[src/rtl/seq_pkg.sv]
`timescale 1ns/1ps
// Shared types and instruction-field layout for the step sequencer slice.
package seq_pkg;

  typedef enum logic [2:0] {
    DISPLAY = 3'd0,
    LOAD    = 3'd1,
    MOVE    = 3'd2,
    ADD     = 3'd3,
    SUB     = 3'd4,
    ADDI    = 3'd5
  } opcode_e;

  typedef enum logic {
    IDLE = 1'b0,
    EXEC = 1'b1
  } state_e;

  localparam int INSTR_W = 12;
  localparam int OP_MSB  = 11;
  localparam int OP_LSB  = 9;
  localparam int P1_MSB  = 8;
  localparam int P1_LSB  = 6;
  localparam int P2_MSB  = 5;
  localparam int P2_LSB  = 3;
  localparam int P3_MSB  = 2;
  localparam int P3_LSB  = 0;

  function automatic logic is_legal(input logic [2:0] op);
    case (op)
      DISPLAY, LOAD, MOVE, ADD, SUB, ADDI: is_legal = 1'b1;
      default:                             is_legal = 1'b0;
    endcase
  endfunction

endpackage

[src/rtl/step_ring.sv]
`timescale 1ns/1ps
// One-hot timestep ring: clear beats load beats advance, and the top step saturates.
module step_ring #(
  parameter int STEPS = 5
) (
  input  logic             clock,
  input  logic             reset,
  input  logic             clear,
  input  logic             load,
  input  logic             advance,
  output logic [STEPS-1:0] t
);

  // Timestep register; never holds more than one set bit.
  always_ff @(posedge clock) begin
    if (reset) begin
      t <= {STEPS{1'b0}};
    end else if (clear) begin
      t <= {STEPS{1'b0}};
    end else if (load) begin
      t <= {{(STEPS-1){1'b0}}, 1'b1};
    end else if (advance && !t[STEPS-1]) begin
      t <= {t[STEPS-2:0], 1'b0};
    end else begin
      t <= t;
    end
  end

endmodule

[src/rtl/step_sequencer.sv]
`timescale 1ns/1ps
// Timestep/done initiator for the function register.
// Optional final-step watchdog enabled by defining STEP_WATCHDOG_EN.
module step_sequencer
  import seq_pkg::*;
#(
  parameter int STEPS = 5,
  parameter int CNT_W = 8
`ifdef STEP_WATCHDOG_EN
  , parameter int TIMEOUT = 4
`endif
) (
  input  logic               clock,
  input  logic               reset,
  input  logic [INSTR_W-1:0] instr,
  input  logic               instr_valid,
  output logic               instr_ready,
  input  logic               done,
  output logic [STEPS-1:0]   T,
  output logic [2:0]         opcode,
  output logic [2:0]         p1,
  output logic [2:0]         p2,
  output logic [2:0]         p3,
  output logic               busy,
  output logic               illegal,
  output logic [CNT_W-1:0]   retired,
  output logic               timeout_err
);

  state_e     state_r;
  logic [2:0] op_s;
  logic       accept_s;
  logic       finish_s;
  logic       abort_s;
  logic       ring_clear_s;
  logic       ring_advance_s;

  assign op_s           = instr[OP_MSB:OP_LSB];
  assign accept_s       = (state_r == IDLE) && instr_valid && is_legal(op_s);
  assign finish_s       = (state_r == EXEC) && done;
  assign ring_clear_s   = finish_s || abort_s;
  assign ring_advance_s = (state_r == EXEC);

  step_ring #(.STEPS(STEPS)) u_ring (
    .clock   (clock),
    .reset   (reset),
    .clear   (ring_clear_s),
    .load    (accept_s),
    .advance (ring_advance_s),
    .t       (T)
  );

`ifdef STEP_WATCHDOG_EN
  localparam int WD_W = (TIMEOUT > 0) ? $clog2(TIMEOUT + 1) : 1;
  logic [WD_W-1:0] wd_cnt_r;

  // Counts cycles parked on the final step while done stays low.
  always_ff @(posedge clock) begin
    if (reset) begin
      wd_cnt_r <= {WD_W{1'b0}};
    end else if ((state_r == EXEC) && T[STEPS-1] && !done) begin
      wd_cnt_r <= wd_cnt_r + WD_W'(32'd1);
    end else begin
      wd_cnt_r <= {WD_W{1'b0}};
    end
  end

  assign abort_s = (state_r == EXEC) && T[STEPS-1] && !done && (wd_cnt_r == WD_W'(TIMEOUT));
`else
  assign abort_s = 1'b0;
`endif

  // Control FSM with registered handshake, field latches, pulses and retire counter.
  always_ff @(posedge clock) begin
    if (reset) begin
      state_r     <= IDLE;
      instr_ready <= 1'b1;
      busy        <= 1'b0;
      illegal     <= 1'b0;
      timeout_err <= 1'b0;
      retired     <= {CNT_W{1'b0}};
      opcode      <= 3'd0;
      p1          <= 3'd0;
      p2          <= 3'd0;
      p3          <= 3'd0;
    end else begin
      illegal     <= 1'b0;
      timeout_err <= 1'b0;
      case (state_r)
        IDLE: begin
          if (accept_s) begin
            state_r     <= EXEC;
            instr_ready <= 1'b0;
            busy        <= 1'b1;
            opcode      <= op_s;
            p1          <= instr[P1_MSB:P1_LSB];
            p2          <= instr[P2_MSB:P2_LSB];
            p3          <= instr[P3_MSB:P3_LSB];
          end else if (instr_valid) begin
            illegal <= 1'b1;
          end
        end
        EXEC: begin
          if (finish_s) begin
            state_r     <= IDLE;
            instr_ready <= 1'b1;
            busy        <= 1'b0;
            retired     <= retired + CNT_W'(32'd1);
          end else if (abort_s) begin
            state_r     <= IDLE;
            instr_ready <= 1'b1;
            busy        <= 1'b0;
            timeout_err <= 1'b1;
          end
        end
        default: begin
          state_r     <= IDLE;
          instr_ready <= 1'b1;
          busy        <= 1'b0;
        end
      endcase
    end
  end

endmodule

[config.mk]
export PLATFORM = sky130hd
export DESIGN_NAME = step_sequencer
export DESIGN_NICKNAME = d
export VERILOG_FILES = /design/src/rtl/seq_pkg.sv /design/src/rtl/step_ring.sv /design/src/rtl/step_sequencer.sv
export SDC_FILE = /design/constraint.sdc
export NUM_CORES = 1
export LEC_CHECK = 0
export CORE_ASPECT_RATIO = 0.9
export CORE_UTILIZATION = 30
export CTS_BUF_LIST = sky130_fd_sc_hd__clkbuf_2
export DETAILED_ROUTE_END_ITERATION = 10
export RECOVER_POWER = 50
export SETUP_SLACK_MARGIN = 0.3
export SKIP_LAST_GASP = 1
export SYNTH_ARGS = -nofsm -noshare
export SYNTH_HDL_FRONTEND = slang
export SYNTH_SLANG_ARGS = --single-unit
[constraint.sdc]
create_clock -name clock -period 4.2 [get_ports clock]
set_clock_uncertainty 0.2 [all_clocks]
set_input_delay 0.84 -clock clock [delete_from_list [all_inputs] [get_ports clock]]
set_output_delay 0.84 -clock clock [all_outputs]
set_load 0.005 [all_outputs]
# After elaboration in Yosys (flattened, before gate mapping)

Cells that the tools add are included.

Bits in registers: 29
Bits of input ports: 16
Output and inout bits: 29
Word-level logic and storage cells: 47

Add/subtract/negate cells: 1
Eq/ne operators: 7
Muxes and demuxes: 13
Bitwise operators: 1
Reductions and logical operators: 14

Operators with widths:

| cell                | count |
|---|---|
| $mux 1              | 10 |
| $add 8x1->8 const B | 1 |
| $eq 3x2->1 const B  | 2 |
| $eq 3x3->1 const B  | 2 |
| $pmux 1 s2          | 3 |
| $reduce_and 2->1    | 3 |
| $reduce_or 3->1     | 2 |
| $reduce_or 6->1     | 1 |
| $logic_and 1x1->1   | 4 |
| $eq 3x1->1 const B  | 1 |
| $logic_not 3->1     | 1 |
| $ne 2x1->1 const B  | 1 |
| $ne 2x2->1 const B  | 1 |
| $reduce_bool 2->1   | 1 |
| $reduce_or 2->1     | 1 |
| $logic_not 1->1     | 1 |
| $not 1->1           | 1 |

# Longest topological paths before layout

Depth after elaboration: 6
Gate-level depth with buffers: 4
Mapped depth without buffers: 4

# By module

Synthesis repeated with hierarchy kept, for this count alone.

Cell total of the unflattened synthesis: 131
Area total of the unflattened synthesis: 1142.3 sq um

Modules (own cells, without submodules):

| module         | instances | cells each | area each (sq um) | sequential area each (sq um) |
|---|---|---|---|---|
| step_sequencer | 1         | 114        | 962.2             | 480.5 |
| step_ring      | 1         | 17         | 180.2             | 100.1 |

# Worst setup path before layout

Ideal clock, no wire load.

Path type: in2reg
Start: input port done
End: register retired[7]
Setup time: 0.070 ns
Arrival time: 1.530 ns
Data required time: 3.930 ns
Slack: 2.399 ns
Stages on the path: 3
Path buffers: 0
Cell sequence: nand3_1 > or4_1 > a21oi_1

Longest elaborated chain between the ends: 2

RTL lines:

| element                    | RTL line              | source |
|---|---|---|
| start, declared            | step_sequencer.sv:18  | `input logic done,` |
| $logic_and 1x1->1          | step_sequencer.sv:40  | `assign finish_s = (state_r == EXEC) && done;` |
| $reduce_and 2->1 (no line) | -                     |  |
| end signal, assigned       | step_sequencer.sv:81  | `retired <= {CNT_W{1'b0}};` |
| end signal, assigned       | step_sequencer.sv:108 | `retired <= retired + CNT_W'(32'd1);` |
| end, declared              | step_sequencer.sv:26  | `output logic [CNT_W-1:0] retired,` |

Every way passes these cells.
A chain may end at the register's enable or synchronous reset.

# Worst setup path in the final report

Start: input port instr_valid
End: register u_ring.t[0]

Longest elaborated chain between the ends: 3
Elaborated cells between the ends (all ways): 4
Classes of those cells: mux: 1; reduce/logical: 3

RTL lines:

| element                                            | RTL line             | source |
|---|---|---|
| start, declared                                    | step_sequencer.sv:16 | `input logic instr_valid,` |
| $logic_and 1x1->1 * (2 in series)                  | step_sequencer.sv:39 | `assign accept_s = (state_r == IDLE) && instr_valid && is_legal(op_s);` |
| $mux 1 / $reduce_bool 2->1 (equally long branches) | -                    |  |
| end signal, assigned                               | step_ring.sv:19      | `t <= {STEPS{1'b0}};` |
| end signal, assigned                               | step_ring.sv:21      | `t <= {{(STEPS-1){1'b0}}, 1'b1};` |
| end signal, assigned                               | step_ring.sv:23      | `t <= {t[STEPS-2:0], 1'b0};` |
| end, declared                                      | step_ring.sv:11      | `output logic [STEPS-1:0] t` |

Every way passes the cells marked *; elsewhere a longest branch is shown, timed or not.

==> impl_summary.txt <==
----------------------------------------------------
[Run status]
  Run status ... complete, no violations

[Logic synthesis]
  Portion of synthesized cell area occupied by the leading cell type ... 51.0%
  Count of state elements after synthesis ... 29
  Fraction of synthesized cell area in xor and xnor cells ... 1.54%
  YS warnings ... 0
  Post-Synth Adder-Cell Area ... 1.10%
  Area fraction in compound gates after synthesis ... 18.0%
  Synth Area per Inst ... 8.55 µm²
  Mux contribution to synthesized area ... 2.64%
  Post-Syn Instances ... 133
  Portion of the post-synthesis area used by sequential elements ... 51.0%
  Number of distinct library cells after synthesis ... 24
  Post-synthesis simple-gate area fraction ... 21.6%
  Cell type with the highest aggregate area in the netlist ... dfxtp_1
  Cell types occupying the most area after synthesis ... dfxtp_1 51%, a21oi_1 9.2%, nand3_1 7.0%
  Syn Nets ... 150
  Post-synthesis cell area ... 0.00114 mm²
  Combinational family with the most area after synthesis ... simple AND/OR/NAND/NOR gates

[STA]
  Final-report hold violation count ... 0
  Total negative slack for setup checks ... 0 ps
  Final-report setup violation count ... 0
  Post-route clock period utilization ... 57.3%
  Slack of the critical path ... 1790 ps
  Max frequency ... 415 MHz
  Final worst hold slack ... 276 ps
  Period minus WS final ... 2410 ps
  Unrepaired setup endpoints after global routing ... no
  Tightest slew margin relative to the limit ... 38.3%
  Slew @ Worst Pin ... 922 ps
  Final number of max-transition violations ... 0

[Global routing]
  Antenna violations before repair ... 0
  Global routing usage summed across all routing layers ... 15.9%
  Pin count of the biggest net entering global routing ... 26
  Final global-route overflow total ... 0
  Global-route wire length before repair ... 4710 µm
  Number of global-route vias before repair ... 1007

[Routing]
  Count of vias placed by the detailed router ... 1114
  Met3 layer wire length in the routed design ... 236 µm
  Detail Route Antenna Nets ... 0
  Iteration-0 DRC Markers ... 59
  Routed vias/inst ... 5.09
  Average wire per standard cell ... 13.0 µm
  Wire length after detailed routing ... 2840 µm
  First-pass iteration count of the detailed router ... 4
  Highest signal layer in the routed design ... met4
  # DRC ... 0
  Routed wl met2 ... 1230 µm
  Wire length on met1 ... 1360 µm

[Worst setup path]
  Delay contributed by the slowest stage of the critical path ... 690 ps
  Highest net fanout along the worst path ... 12
  CP max stage cell ... nor2b_1
  Crit path kind ... primary input to flop
  Signal arrival time at the worst endpoint ... 2500 ps
  Critical path endpoint category ... flop
  Worst path top cell family by delay ... simple AND/OR/NAND/NOR gates
  Worst Path Buf+Inv ... 1
  Total number of cells along the worst setup path ... 4
  Critical path startpoint category ... primary input
  Required time at the worst-slack endpoint ... 4290 ps
  Number of cells traversed by the worst register-to-register path ... 3
  List of cells traversed by the critical path ... dlygate4sd3_1, nor2b_1, a21oi_1, a211oi_1

[Hold path]
  Cell depth of the worst min-delay path ... 2
  Type of the tightest min-delay check ... flop to flop

[Power]
  Total power divided by cell area ... 312 mW/mm²
  Power, Total ... 0.506 mW
  Maximum ir drop on the vdd rail ... 0.174 mV
  Static leakage ... 0.557 nW

[Clock tree]
  Post_cts resized ... 0
  H-Tree Depth ... 2
  Buffers from clock root to sink, at most ... 2
  Clk_lat worst skew ... 360 ps
  Register clock-pin slew on the reported worst setup and hold paths ... 180 ps
  Clock sink count ... 29
  Number of buffers inserted to repair setup after CTS ... 0
  Hold-fix buffers, CTS ... 0
  Total CTS buffers ... 5
  Clock root buffer ... clkbuf_2
  TritonCTS clock tree ... done

[Cells and area]
  Share of layout cells above drive strength 1 ... 4.57%
  Post-route design area ... 0.00162 mm²
  Growth of design area from synthesis to finish ... 42.8%
  Most common cell after layout, fill and taps aside ... clkdlybuf4s50_1
  Number of filler instances in the final layout ... 362
  Most frequent cells in the layout ... 37 x clkdlybuf4s50_1, 29 x dfxtp_1, 21 x a21oi_1
  Final #Nets ... 191
  Count of antenna diodes in the layout ... 0

[Placed design]
  Estimated wirelength of the detail-placed design ... 1950 µm
  Port Buffers ... 43
  Placed instance area ... 0.00158 mm²
  Placement Setup Slack ... 1490 ps
  Final GP Congestion ... 0.715

[Die]
  Horizontal die dimension ... 66.9 µm
  Total core area ... 0.00350 mm²
  Ports placed on the boundary ... 45
  Die area ... 0.00404 mm²
  Initial cell density of the core ... 32.5%
  Die boundary height ... 60.4 µm
  Site Rows ... 20

[Flow run]
  Count of maximum capacitance violations ... 0

----------------------------------------------------
==> power by group <==
group          internal (mW)  switching (mW)  leakage, nW
combinational         0.0389          0.0306        0.292
sequential             0.287         0.00885        0.236
clock                 0.0389           0.103       0.0287
==> cells in the mapped netlist <==
library cell	count
nor2b_1	2
buf_4	1
or4_1	3
buf_2	1
and2_1	1
nand3_1	16
dfxtp_1	29
nor3b_1	2
xor2_1	2
nand2b_1	3
inv_1	1
ha_1	1
mux2i_1	3
a211oi_1	1
a21oi_1	21
nor2_1	8
nor3_1	3
o21ai_0	14
nand2_2	1
conb_1	1
or3_1	2
o31ai_1	3
nand2_1	7
clkbuf_1	7
==> state kept, by name, indices dropped and copies added (netlist names) <==
name,flops
opcode,3
p2,3
p1,3
p3,3
u_ring.t,5
illegal,1
instr_ready,1
busy,1
retired,8
ring_advance_s,1
==> logic make-up (layout without fill, tap and decap cells) <==
logic type	count (synthesis)	after routing
flops	29	29
compound gates	39	39
mux	3	3
fa+ha+maj	1	1
other cells	1	1
xor+xnor	2	2
simple gates	48	48
buf+inv	10	52
==> layer usage <==
metal | global-route usage, % | vias to the layer above
met5 | 0 | -
met4 | 6.38 | 0
met3 | 6.77 | 2
met2 | 23.5 | 51
met1 | 20.4 | 511
li1 | - | 550
==> per-stage QoR <==
step	utilization, %	instances
2_1_floorplan	-	133
3_3_place_gp	45.2	211
3_5_place_dp	45.2	211
4_1_cts	46.4	219
5_1_grt	46.4	219
6_report	46.4	219
==> worst register-to-register path: stages, from the launching register on <==
cell and delay, ps:
dfxtp_1 490, nor2b_1 720, a21oi_1 150, a211oi_1 230
==> worst paths after layout <==
| path | slack [ps] | end | startpoint |
|---|---|---|---|
| hold reg to reg | 280 | busy | busy |
| hold / removal | 280 | busy | busy |
| setup reg to reg | 2340 | u_ring.t[0] | ring_advance_s |
| setup / recovery | 1790 | u_ring.t[0] | instr_valid |
==> cell type report <==
cell class | instances | area (µm²) | share of cell area [%]
Clock buffer | 5 | 25.0 | 1.54
Clock inverter | 3 | 17.5 | 1.08
Inverter | 1 | 3.75 | 0.231
Multi-Input combinational cell | 94 | 512 | 31.5
Sequential cell | 29 | 581 | 35.7
Tap cell | 44 | 55.1 | 3.39
Timing Repair Buffer | 43 | 430 | 26.5
Note: power is estimated with default switching activity, not from simulation.
